--- src/rtl/branch_predict_unit.sv ---
// Branch predictor: direct-mapped BTB with saturating direction counters, EX-stage resolution, and saturating statistics counters.
// Latency: lookup and resolution are combinational; BTB and statistics updates take effect on the next rising edge.
// Backpressure: none; ex_valid qualifies every update and the unit never stalls.
module branch_predict_unit #(
    parameter int PC_W      = 9,
    parameter int BTB_DEPTH = 16,
    parameter int CNT_W     = 2,
    parameter int STAT_W    = 16
) (
    input  logic              clk,
    input  logic              reset,
    input  logic [PC_W-1:0]   if_pc,
    output logic              pred_taken,
    output logic [PC_W-1:0]   pred_target,
    input  logic              ex_valid,
    input  logic [PC_W-1:0]   ex_pc,
    input  logic [31:0]       ex_imm,
    input  logic              ex_branch,
    input  logic              ex_jump,
    input  logic              ex_jalr,
    input  logic [31:0]       ex_alu_result,
    input  logic              ex_pred_taken,
    input  logic [PC_W-1:0]   ex_pred_target,
    output logic [31:0]       ex_pc_four,
    output logic              mispredict,
    output logic [PC_W-1:0]   redirect_pc,
    output logic [STAT_W-1:0] br_count,
    output logic [STAT_W-1:0] mis_count
);

    localparam int IDX_W = $clog2(BTB_DEPTH);
    localparam int TAG_W = PC_W - IDX_W - 2;

    localparam logic [PC_W-1:0]   PC_FOUR   = PC_W'(4);
    localparam logic [CNT_W-1:0]  CTR_MAX   = {CNT_W{1'b1}};
    localparam logic [CNT_W-1:0]  CTR_WEAK  = CNT_W'(1) << (CNT_W - 1);
    localparam logic [STAT_W-1:0] STAT_MAX  = {STAT_W{1'b1}};

    typedef logic [IDX_W-1:0] idx_t;
    typedef logic [TAG_W-1:0] tag_t;

    // One BTB line; the whole line is written in a single assignment so it is never half-updated.
    typedef struct packed {
        logic             vld;
        tag_t             tag;
        logic [PC_W-1:0]  target;
        logic [CNT_W-1:0] ctr;
    } btb_entry_t;

    btb_entry_t btb [BTB_DEPTH];

    // Fetch-side lookup signals
    idx_t       if_idx;
    tag_t       if_tag;
    btb_entry_t if_ent;
    logic       if_hit;

    // EX-side lookup and resolution signals
    idx_t       ex_idx;
    tag_t       ex_tag;
    btb_entry_t ex_ent;
    logic       ex_hit;
    logic       ex_cf;
    logic       ex_taken;
    logic [PC_W-1:0] ex_target;
    logic [PC_W-1:0] ex_seq_pc;
    logic       target_wrong;

    // BTB write request for this cycle
    logic       upd_en;
    btb_entry_t upd_ent;

    // Immediate and ALU bits above the PC width are architecturally irrelevant here.
    logic unused_hi_bits;
    assign unused_hi_bits = ^{ex_imm[31:PC_W], ex_alu_result[31:PC_W]};

    assign if_idx = if_pc[IDX_W+1:2];
    assign if_tag = if_pc[PC_W-1:IDX_W+2];
    assign ex_idx = ex_pc[IDX_W+1:2];
    assign ex_tag = ex_pc[PC_W-1:IDX_W+2];

    // Fetch prediction straight from stored state; a same-cycle update is deliberately not bypassed.
    always_comb begin
        if_ent      = btb[if_idx];
        if_hit      = if_ent.vld && (if_ent.tag == if_tag);
        pred_taken  = if_hit && if_ent.ctr[CNT_W-1];
        pred_target = pred_taken ? if_ent.target : (if_pc + PC_FOUR);
    end

    // Resolve the EX instruction: actual direction, target and the correct next PC.
    always_comb begin
        ex_ent      = btb[ex_idx];
        ex_hit      = ex_ent.vld && (ex_ent.tag == ex_tag);
        ex_cf       = ex_branch | ex_jump | ex_jalr;
        ex_taken    = ex_jump | ex_jalr | (ex_branch & ex_alu_result[0]);
        ex_seq_pc   = ex_pc + PC_FOUR;
        ex_target   = ex_jalr ? {ex_alu_result[PC_W-1:1], 1'b0}
                              : (ex_pc + ex_imm[PC_W-1:0]);
        redirect_pc = ex_taken ? ex_target : ex_seq_pc;
        ex_pc_four  = 32'(ex_pc) + 32'd4;
    end

    // Compare the carried prediction against the real outcome; non-branches must not have been predicted taken.
    always_comb begin
        target_wrong = ex_taken && (ex_pred_target != ex_target);
        mispredict   = 1'b0;
        if (ex_valid) begin
            if (ex_cf) begin
                mispredict = (ex_taken != ex_pred_taken) || target_wrong;
            end else begin
                mispredict = ex_pred_taken;
            end
        end
    end

    // Build the next BTB line for the EX index: train on hits, allocate on taken misses, drop aliases.
    always_comb begin
        upd_en  = 1'b0;
        upd_ent = ex_ent;
        if (ex_valid) begin
            if (ex_cf) begin
                if (ex_hit) begin
                    upd_en = 1'b1;
                    if (ex_taken) begin
                        upd_ent.target = ex_target;
                        if (ex_ent.ctr != CTR_MAX) begin
                            upd_ent.ctr = ex_ent.ctr + CNT_W'(1);
                        end
                    end else if (ex_ent.ctr != '0) begin
                        upd_ent.ctr = ex_ent.ctr - CNT_W'(1);
                    end
                end else if (ex_taken) begin
                    upd_en         = 1'b1;
                    upd_ent.vld    = 1'b1;
                    upd_ent.tag    = ex_tag;
                    upd_ent.target = ex_target;
                    upd_ent.ctr    = CTR_WEAK;
                end
            end else if (ex_hit) begin
                // A non-control-flow instruction matched: the entry is a stale alias.
                upd_en      = 1'b1;
                upd_ent.vld = 1'b0;
            end
        end
    end

    // BTB storage; reset wins over any write in flight so no partial line survives.
    always_ff @(posedge clk or negedge reset) begin
        if (!reset) begin
            for (int i = 0; i < BTB_DEPTH; i++) begin
                btb[i] <= '0;
            end
        end else if (upd_en) begin
            btb[ex_idx] <= upd_ent;
        end
    end

    // Saturating event counters for resolved control flow and mispredicts.
    always_ff @(posedge clk or negedge reset) begin
        if (!reset) begin
            br_count  <= '0;
            mis_count <= '0;
        end else begin
            if (ex_valid && ex_cf && (br_count != STAT_MAX)) begin
                br_count <= br_count + STAT_W'(1);
            end
            if (mispredict && (mis_count != STAT_MAX)) begin
                mis_count <= mis_count + STAT_W'(1);
            end
        end
    end

endmodule

--- config.mk ---
export PLATFORM = sky130hd
export DESIGN_NAME = branch_predict_unit
export DESIGN_NICKNAME = d
export VERILOG_FILES = /design/src/rtl/branch_predict_unit.sv
export SDC_FILE = /design/constraint.sdc
export NUM_CORES = 1
export LEC_CHECK = 0
export CORE_MARGIN = 8
export CORE_UTILIZATION = 45
export DETAILED_ROUTE_END_ITERATION = 10
export GPL_TIMING_DRIVEN = 0
export PLACE_DENSITY = 0.66
export SLEW_MARGIN = 30
export SYNTH_ARGS = -nofsm -noshare
export SYNTH_HDL_FRONTEND = slang
export SYNTH_SLANG_ARGS = --single-unit
--- constraint.sdc ---
create_clock -name clk -period 6.7 [get_ports clk]
set_input_delay 1.675 -clock clk [delete_from_list [all_inputs] [get_ports clk]]
set_output_delay 1.675 -clock clk [all_outputs]
set_load 0.01 [all_outputs]
* Word-level counts from Yosys, hierarchy flattened
Cells that the tools add are included.
** Storage, ports and cells
- Latch bits :: 0
- Output and inout bits :: 84
- Memory bits (writable) :: 0
- Bits in read-only memories :: 0
- Register bits after elaboration :: 272
- Memories :: 0
** Cells by class
- Reduce and logical (&&, ||, !) cells :: 10
- Eq/ne operators :: 7
- Divide/modulo/power cells :: 0
- Shift-type cells :: 0
- Order comparisons :: 3
- Add/sub/neg operators :: 8
- Muxes and demuxes :: 30
- Bitwise operators :: 7
- $mul :: 0
** Operator list (count)
- bitwise mux 240 bit :: 1
- binary-select mux 15 bit (select 4 bit) :: 2
- 2-to-1 mux 15 bit :: 7
- demux 15 bit (select 4 bit) :: 1
- 2-to-1 mux 9 bit :: 4
- adder 16 x 1 -> 16 bit (second input constant) :: 2
- inequality test 16 bit (second input constant) :: 2
- adder 9 x 3 -> 9 bit (second input constant) :: 2
- 2-to-1 mux 14 bit :: 1
- 2-to-1 mux 11 bit :: 1
- adder 9 x 3 -> 10 bit (second input constant) :: 1
- >= comparator 5 bit (second input constant) :: 2
- inverter 4 -> 5 bit :: 2
- adder 9 bit :: 1
- 2-to-1 mux 1 bit :: 9
- inequality test 9 bit :: 1
- logical AND 1 bit :: 8
- == test 3 bit :: 2
- 2-to-1 mux 2 bit :: 3
- less-than comparator 5 x 1 -> 1 bit (second input constant) :: 1
- 2-to-1 mux 4 bit :: 1
- bitwise OR 1 bit :: 4
- adder 2 x 1 -> 2 bit (second input constant) :: 1
- inequality test 2 bit (second input constant) :: 1
- 5 further kinds :: 5

* Longest topological paths before layout
Gate-level depths: netlist of run 1.
- Word-level depth :: 11
- Depth in mapped cells :: 12

* Worst setup path before layout of run 1
OpenSTA, ideal clock, no wires.
- Path type :: input port to output port
- Start point :: in if_pc[2]
- End point :: out pred_target[2]
- Arrival time :: 4.253 ns
- Cell stages on the path :: 9
- Path buffers :: 5
- Setup slack :: 0.772 ns
- Data required time :: 5.025 ns
- Path through :: buf_2 -> buf_2 -> clkbuf_1 -> buf_2 -> buf_2 -> mux4_2 -> mux4_2 -> nand2_1 -> o21ai_0
** On the way
- Cells in the longest elaborated chain, start to end :: 8
** RTL lines
- from (decl) :: line 12 : input logic [PC_W-1:0] if_pc,
- inverter 4 -> 5 bit (implied by the code) :: line 84 : if_ent = btb[if_idx];
- binary-select mux 15 bit (select 4 bit) :: line 84
- 2-to-1 mux 15 bit (implied by the code) (2 in a row) :: line 84
- == test 3 bit :: line 85 : if_hit = if_ent.vld && (if_ent.tag == if_tag);
- logical AND 1 bit :: line 85
- logical AND 1 bit :: line 86 : pred_taken = if_hit && if_ent.ctr[CNT_W-1];
- 2-to-1 mux 9 bit * :: line 87 : pred_target = pred_taken ? if_ent.target : (if_pc + PC_FOUR);
- to (decl) :: line 14 : output logic [PC_W-1:0] pred_target,
Every way passes the cells marked *; elsewhere a longest branch is shown, timed or not. The select of a mux whose other input is x is not followed.

* Final worst setup path of run 1
- Start point :: in if_pc[3]
- End point :: out pred_target[8]
Same word-level chain as after synthesis.

==> run_results.csv, run 1 <==
group,metric,value,unit
global_routing,grt_start_max_net_pins,81,
cells_and_area,seq_area,6810,um2
cells_and_area,nets,1436,
timing,tightest_slew,1030,ps
synth,ys.flop_type,"dfrtp_1",
timing,hold_violations,0,
power_and_ir_drop,ir_worst_vdd,233,uV
synth,yosys_warnings,0,
placed_design,place_hpwl,32000,um
drt,dr.pass1.iters,5,
global_routing,antenna_found_initial,0,
cells_and_area,fin_area,19000,um2
drt,wl_per_cell,25.8,um
timing,maxSlewViolCount,0,
timing,min_period_over_period,98.4,%
clock_network,root_buffer,"clkbuf_16",
power_and_ir_drop,power_switching,0.00175,W
clock_network,htreeDepth,1,
clock_network,clk_latency,570,ps
worst_setup_path,crit_chain,"clkdlybuf4s15_2 -> clkbuf_4 -> mux4_2 -> mux4_2 -> xor2_1 -> nor4_4 -> buf_4 -> mux2_2 -> clkdlybuf4s50_1",
die,rows,68,
power_and_ir_drop,p_int,0.00419,W
die,dieArea,41400,um2
job,maxCapViolCount,0,
die,die_w,204,um
synth,ys_seq_area_share,43.0,%
worst_setup_path,cp.required,5030,ps
clock_network,clock-sinks,272,
global_routing,grt_usage,22.6,%
timing,whs,487,ps
worst_setup_path,endpoint_kind,"output port",
clock_network,cts_tree,"yes",
cells_and_area,synthToLayoutAreaGrowth,19.9,%
placed_design,postPlaceCellArea,17700,um2
timing,finalSetupViolations,0,
synth,synth-async-reset-ratio,100,%
cells_and_area,mostFrequentLayoutCells,"dfrtp_1, mux2_2, mux4_2",
drt,postRouteAntennaNets,0,
drt,via_per_inst,6.00,
cells_and_area,antenna_cells,0,
worst_setup_path,cpMaxStageDelayCell,"mux4_2",
synth,ys_types,61,
timing,grt_setup_unrepaired,"false",
global_routing,grt_pass1_wl,71700,um
worst_setup_path,max_stage_delay,520,ps
power_and_ir_drop,p_comb_share,27.8,%
cells_and_area,drive_above_1_share,40.1,%
clock_network,cts_buffer_depth,3,
timing,fmax,152,MHz
timing,fin_crit,6590,ps
die,die_h,204,um
drt,drt_wl_total,46500,um
synth,ys_seq_elements,272,
timing,tns,0,ps
synth,synth_edf_count,0,
min_path,hold_class,"reg2reg",
drt,drt_iter0_drc,860,
power_and_ir_drop,power_frac_clock,31.1,%
worst_setup_path,path_max_fanout,10,
drt,drc,0,
worst_setup_path,crit_type,"in2out",
die,start_util,45.7,%
worst_setup_path,ff2ff_setup_slack,2850,ps
power_and_ir_drop,pwr-share-seq,41.1,%
timing,fin_skew,17.8,ps
placed_design,portBuffers,109,
synth,syn_avg_cell_area,13.7,um2
timing,slew_headroom,31.1,%
global_routing,gr-total-overflow,0,
power_and_ir_drop,switching_share,29.5,%
drt,routed-via-count,10804,
global_routing,grt_pass1_vias,11233,
worst_setup_path,crit_top_cell,"mux4_2",
power_and_ir_drop,p_leak,8.32,nW
worst_setup_path,worstSetupStartpointType,"input port",
worst_setup_path,crit_arrival,4920,ps
cells_and_area,multi_input_area,8560,um2
clock_network,path_clk_slew,60,ps
die,ios,182,
cells_and_area,fill_cells,2859,
run_status,status,"finished, final reports clean",
power_and_ir_drop,powerDensity,313,nW/um2
synth,synth_area,15800,um2
synth,synth_cells,1153,
die,core,34600,um2
clock_network,cts_made_buffers,31,
cells_and_area,layout_commonest_cell,"dfrtp_1",
placed_design,gp_congestion,0.866,
==> final cells by class <==
| cell class | count | area share [%] |
|---|---|---|
| multi-input combinational | 785 | 45.1 |
| sequential | 272 | 35.9 |
| timing repair buffer | 120 | 6.56 |
| clock buffer | 40 | 4.53 |
| buffer | 106 | 3.48 |
| tap | 455 | 3.00 |
| clock inverter | 18 | 1.33 |
| inverter | 6 | 0.119 |
==> through the flow <==
stage	instances	setup slack, ps	util (%)	total power [W]
after floorplan	1174	772	-	0.00350
after global placement	1738	-7830	50.7	0.00401
after detailed placement	1742	-1390	51.1	0.00409
after CTS	1804	5.76	54.7	0.00597
after global routing	1802	27.5	54.8	0.00623
final	1802	105	54.8	0.00594
==> synthesized netlist by cell type, types with 6 or more instances <==
cell type | number | area (um2)
nor2_1 | 32 | 120
buf_4 | 38 | 285
a22o_1 | 7 | 61.3
nor3b_2 | 8 | 100
nand2_1 | 60 | 225
xor2_1 | 38 | 333
mux2_1 | 13 | 146
inv_1 | 6 | 22.5
or4_1 | 6 | 45.0
buf_2 | 19 | 95.1
mux2i_1 | 19 | 190
nand4_1 | 11 | 68.8
mux2_2 | 209 | 2350
ha_1 | 15 | 188
o21ai_0 | 34 | 170
nand3_1 | 26 | 130
mux4_2 | 126 | 2840
dfrtp_1 | 272 | 6810
nor3_1 | 8 | 40.0
xnor2_1 | 23 | 201
clkbuf_1 | 40 | 150
nor4_1 | 8 | 50.1
a21oi_1 | 11 | 55.1
or3_1 | 9 | 56.3
and3_1 | 9 | 56.3
buf_1 | 9 | 33.8
mux2_4 | 30 | 450
==> power groups by stage <==
stage          logic (W)  clock network (W)  registers, W
2_1_floorplan    0.00114                  0       0.00235
3_3_place_gp     0.00158                  0       0.00243
3_5_place_dp     0.00163                  0       0.00246
4_1_cts          0.00166            0.00188       0.00243
5_1_grt          0.00178            0.00194       0.00251
6_report         0.00165            0.00185       0.00244
==> worst max-delay path: cells and delay by family <==
family | cells | cell delay [ps]
simple gates | 1 | 390
mux | 3 | 1240
buf+inv | 4 | 1420
xor+xnor | 1 | 190
==> kinds of logic (layout without fill, tap and decap cells) <==
group | Yosys count | after routing | synth area share (%)
flip-flops | 272 | 272 | 43.0
other | 1 | 22 | 0.0237
AO/OA/AOI/OAI | 84 | 84 | 3.49
buffers and inverters | 117 | 290 | 4.06
AND/OR/NAND/NOR | 205 | 205 | 6.99
XOR/XNOR | 61 | 61 | 3.37
multiplexers | 397 | 397 | 37.8
adder cells (fa/ha/maj) | 16 | 16 | 1.31
==> what timing repair did <==
item                       CTS  global route
buffers inserted             6             1
pin swaps                    2             1
resized for setup           46            19
hold buffers                 0             0
setup endpoints to repair   20             9
==> final timing paths <==
path                                  end      from  cells past startpoint
min                               btb[90]   btb[90]                      1
min in group asynchronous        btb[227]     reset                      1
max reg2reg                      btb[102]   btb[56]                     10
max                        pred_target[8]  if_pc[3]                      9
min reg2reg                       btb[90]   btb[90]                      1
max in group asynchronous     br_count[2]     reset                      3
==> state kept, by name, indices dropped and copies added (netlist names) <==
name	count
mis_count	16
btb	240
br_count	16
==> metal layers <==
layer	vias to the layer above	global-route usage (%)	part of all wire, %
li1	4667	-	-
met3	94	6.08	9.3
met1	5577	30.3	41
met2	466	34.9	46
met5	-	0	0
met4	0	8.26	3.7
(Power assumes the default switching activity.)
==> run 2: changes to the inputs <==
CORE_MARGIN = 3   (was 8)
GPL_TIMING_DRIVEN = 1   (was 0)
HOLD_SLACK_MARGIN = 0.12   (was unset)
==> run 2 against run 1 <==
Compared with the run above:
- sequential power is essentially flat
- register-to-register slack gained 190 ps
- clock skew shrank 4.9 ps
==> run_results.csv, run 2 (same netlist as run 1, synthesis figures left out) <==
group,metric,value,unit
run_status,status,"finished, final reports clean",
worst_setup_path,critPathTopFamily,"simple AND/OR/NAND/NOR gates",
job,maxCapViolCount,0,
worst_setup_path,path_max_fanout,4,
cells_and_area,mostFrequentLayoutCells,"dfrtp_1, mux2_2, mux4_2",
die,die_h,194,um
placed_design,postPlaceCellArea,17500,um2
clock_network,htreeDepth,1,
global_routing,grt_pass1_vias,10702,
power_and_ir_drop,p_leak,8.06,nW
global_routing,antenna_found_initial,1,
global_routing,gr-total-overflow,0,
global_routing,grt_start_max_net_pins,164,
power_and_ir_drop,power_frac_clock,28.9,%
timing,maxSlewViolCount,0,
cells_and_area,largest_register_ffs,240,
die,dieArea,37500,um2
timing,tightest_slew,948,ps
power_and_ir_drop,power_switching,0.00166,W
clock_network,cts_tree,"yes",
worst_setup_path,max_stage_delay,560,ps
timing,fmax,153,MHz
power_and_ir_drop,power,0.00567,W
clock_network,cts-resized-gates,0,
drt,drt_iter0_drc,546,
worst_setup_path,path_buf_inv,2,
global_routing,grt_pass1_wl,64200,um
worst_setup_path,cp.required,5030,ps
worst_setup_path,crit_chain,"clkdlybuf4s50_1 -> ha_1 -> a21o_1 -> a2111oi_0 -> nand3b_1 -> xor2_1 -> or4_1 -> nor4_2 -> nor2_1 -> clkdlybuf4s50_1",
power_and_ir_drop,p_int,0.00401,W
drt,dr.pass1.iters,5,
min_path,hold_class,"reg2reg",
clock_network,path_clk_slew,60,ps
drt,wl_per_cell,23.5,um
placed_design,portBuffers,113,
placed_design,gp_congestion,0.851,
global_routing,grt_usage,21.7,%
worst_setup_path,cpMaxStageDelayCell,"clkdlybuf4s50_1",
power_and_ir_drop,p_comb_share,28.4,%
power_and_ir_drop,pwr-share-seq,42.7,%
cells_and_area,antenna_cells,0,
power_and_ir_drop,powerDensity,306,nW/um2
drt,drt_wl_total,41000,um
die,ios,182,
die,core,34600,um2
drt,drc,0,
clock_network,post-cts-setup-buffers,0,
worst_setup_path,worstSetupStartpointType,"input port",
worst_setup_path,crit_type,"in2out",
cells_and_area,fin_area,18500,um2
timing,fin_crit,6550,ps
worst_setup_path,endpoint_kind,"output port",
timing,min_period_over_period,97.8,%
cells_and_area,layout_commonest_cell,"dfrtp_1",
die,rows,68,
power_and_ir_drop,ir_worst_vdd,216,uV
timing,slew_headroom,36.8,%
worst_setup_path,crit_top_cell,"clkdlybuf4s50_1",
cells_and_area,drive_above_1_share,39.1,%
clock_network,clock-sinks,272,
drt,postRouteAntennaNets,0,
clock_network,clk_latency,550,ps
timing,grt_setup_unrepaired,"false",
power_and_ir_drop,switching_share,29.3,%
cells_and_area,reg_top3,"btb (240), br_count (16), mis_count (16)",
cells_and_area,synthToLayoutAreaGrowth,17.1,%
clock_network,cts_made_buffers,30,
timing,fin_skew,12.9,ps
cells_and_area,top_register,"btb",
clock_network,root_buffer,"clkbuf_16",
worst_setup_path,crit_arrival,4880,ps
drt,routed-via-count,10391,
timing,finalSetupViolations,0,
cells_and_area,nets,1381,
placed_design,place_hpwl,26000,um
clock_network,hold_buffers,0,
timing,tns,0,ps
clock_network,cts_buffer_depth,3,
die,die_w,194,um
timing,hold_violations,0,
drt,via_per_inst,5.95,
die,start_util,45.7,%
==> run 2: cell types whose count changed in the layout (fill, tap and decap cells not counted), sizes merged, moves of 2 or more <==
cell,previous run,this run
buf,79,66
bufinv,6,1
clkbuf,80,41
clkdlybuf4s50,99,106
clkinvlp,1,4
dlygate4sd2,2,0
dlymetal6s2s,5,0
==> run 2: cell type report <==
cell class	count	area, um2
clock buffer	41	883
clock inverter	14	116
fill	2851	16100
sequential	272	6810
timing repair buffer	172	1620
tap	455	569
inverter	6	22.5
multi-input combinational	785	8520
==> run 2: final timing paths <==
path,start,to,slack (ps),cells past startpoint
min in group asynchronous,reset,btb[7],1140,1
setup / recovery,ex_pc[1],mispredict,150,10
hold reg to reg,btb[90],btb[90],490,1
max in group asynchronous,reset,btb[100],4130,3
setup reg to reg,btb[26],btb[68],3040,10
hold / removal,btb[90],btb[90],490,1
==> run 2: through the flow <==
step | hold slack [ps] | std cells | setup WS [ps] | util [%]
final | 485 | 1745 | 146 | 53.5
after global routing | 500 | 1745 | 8.88 | 53.5
after CTS | 488 | 1744 | 99.2 | 53.4
after detailed placement | 473 | 1689 | 102 | 50.5
after global placement | 465 | 1688 | 103 | 50.5
after floorplan | 453 | 1174 | 772 | -
==> run 2: per-layer routing <==
metal  global-route usage (%)  wire length [um]
met1                     31.2             18500
met3                     3.92              2490
met5                        0                 0
met2                     34.9             19100
met4                     4.53               877
==> run 2: power by group through the flow <==
| stage | registers (W) | clock network, W | logic (W) |
|---|---|---|---|
| finish | 0.00242 | 0.00164 | 0.00161 |
| global route | 0.00249 | 0.00175 | 0.00174 |
| CTS | 0.00242 | 0.00168 | 0.00161 |
| detailed placement | 0.00244 | 0 | 0.00161 |
| global placement | 0.00242 | 0 | 0.00157 |
| floorplan | 0.00235 | 0 | 0.00114 |
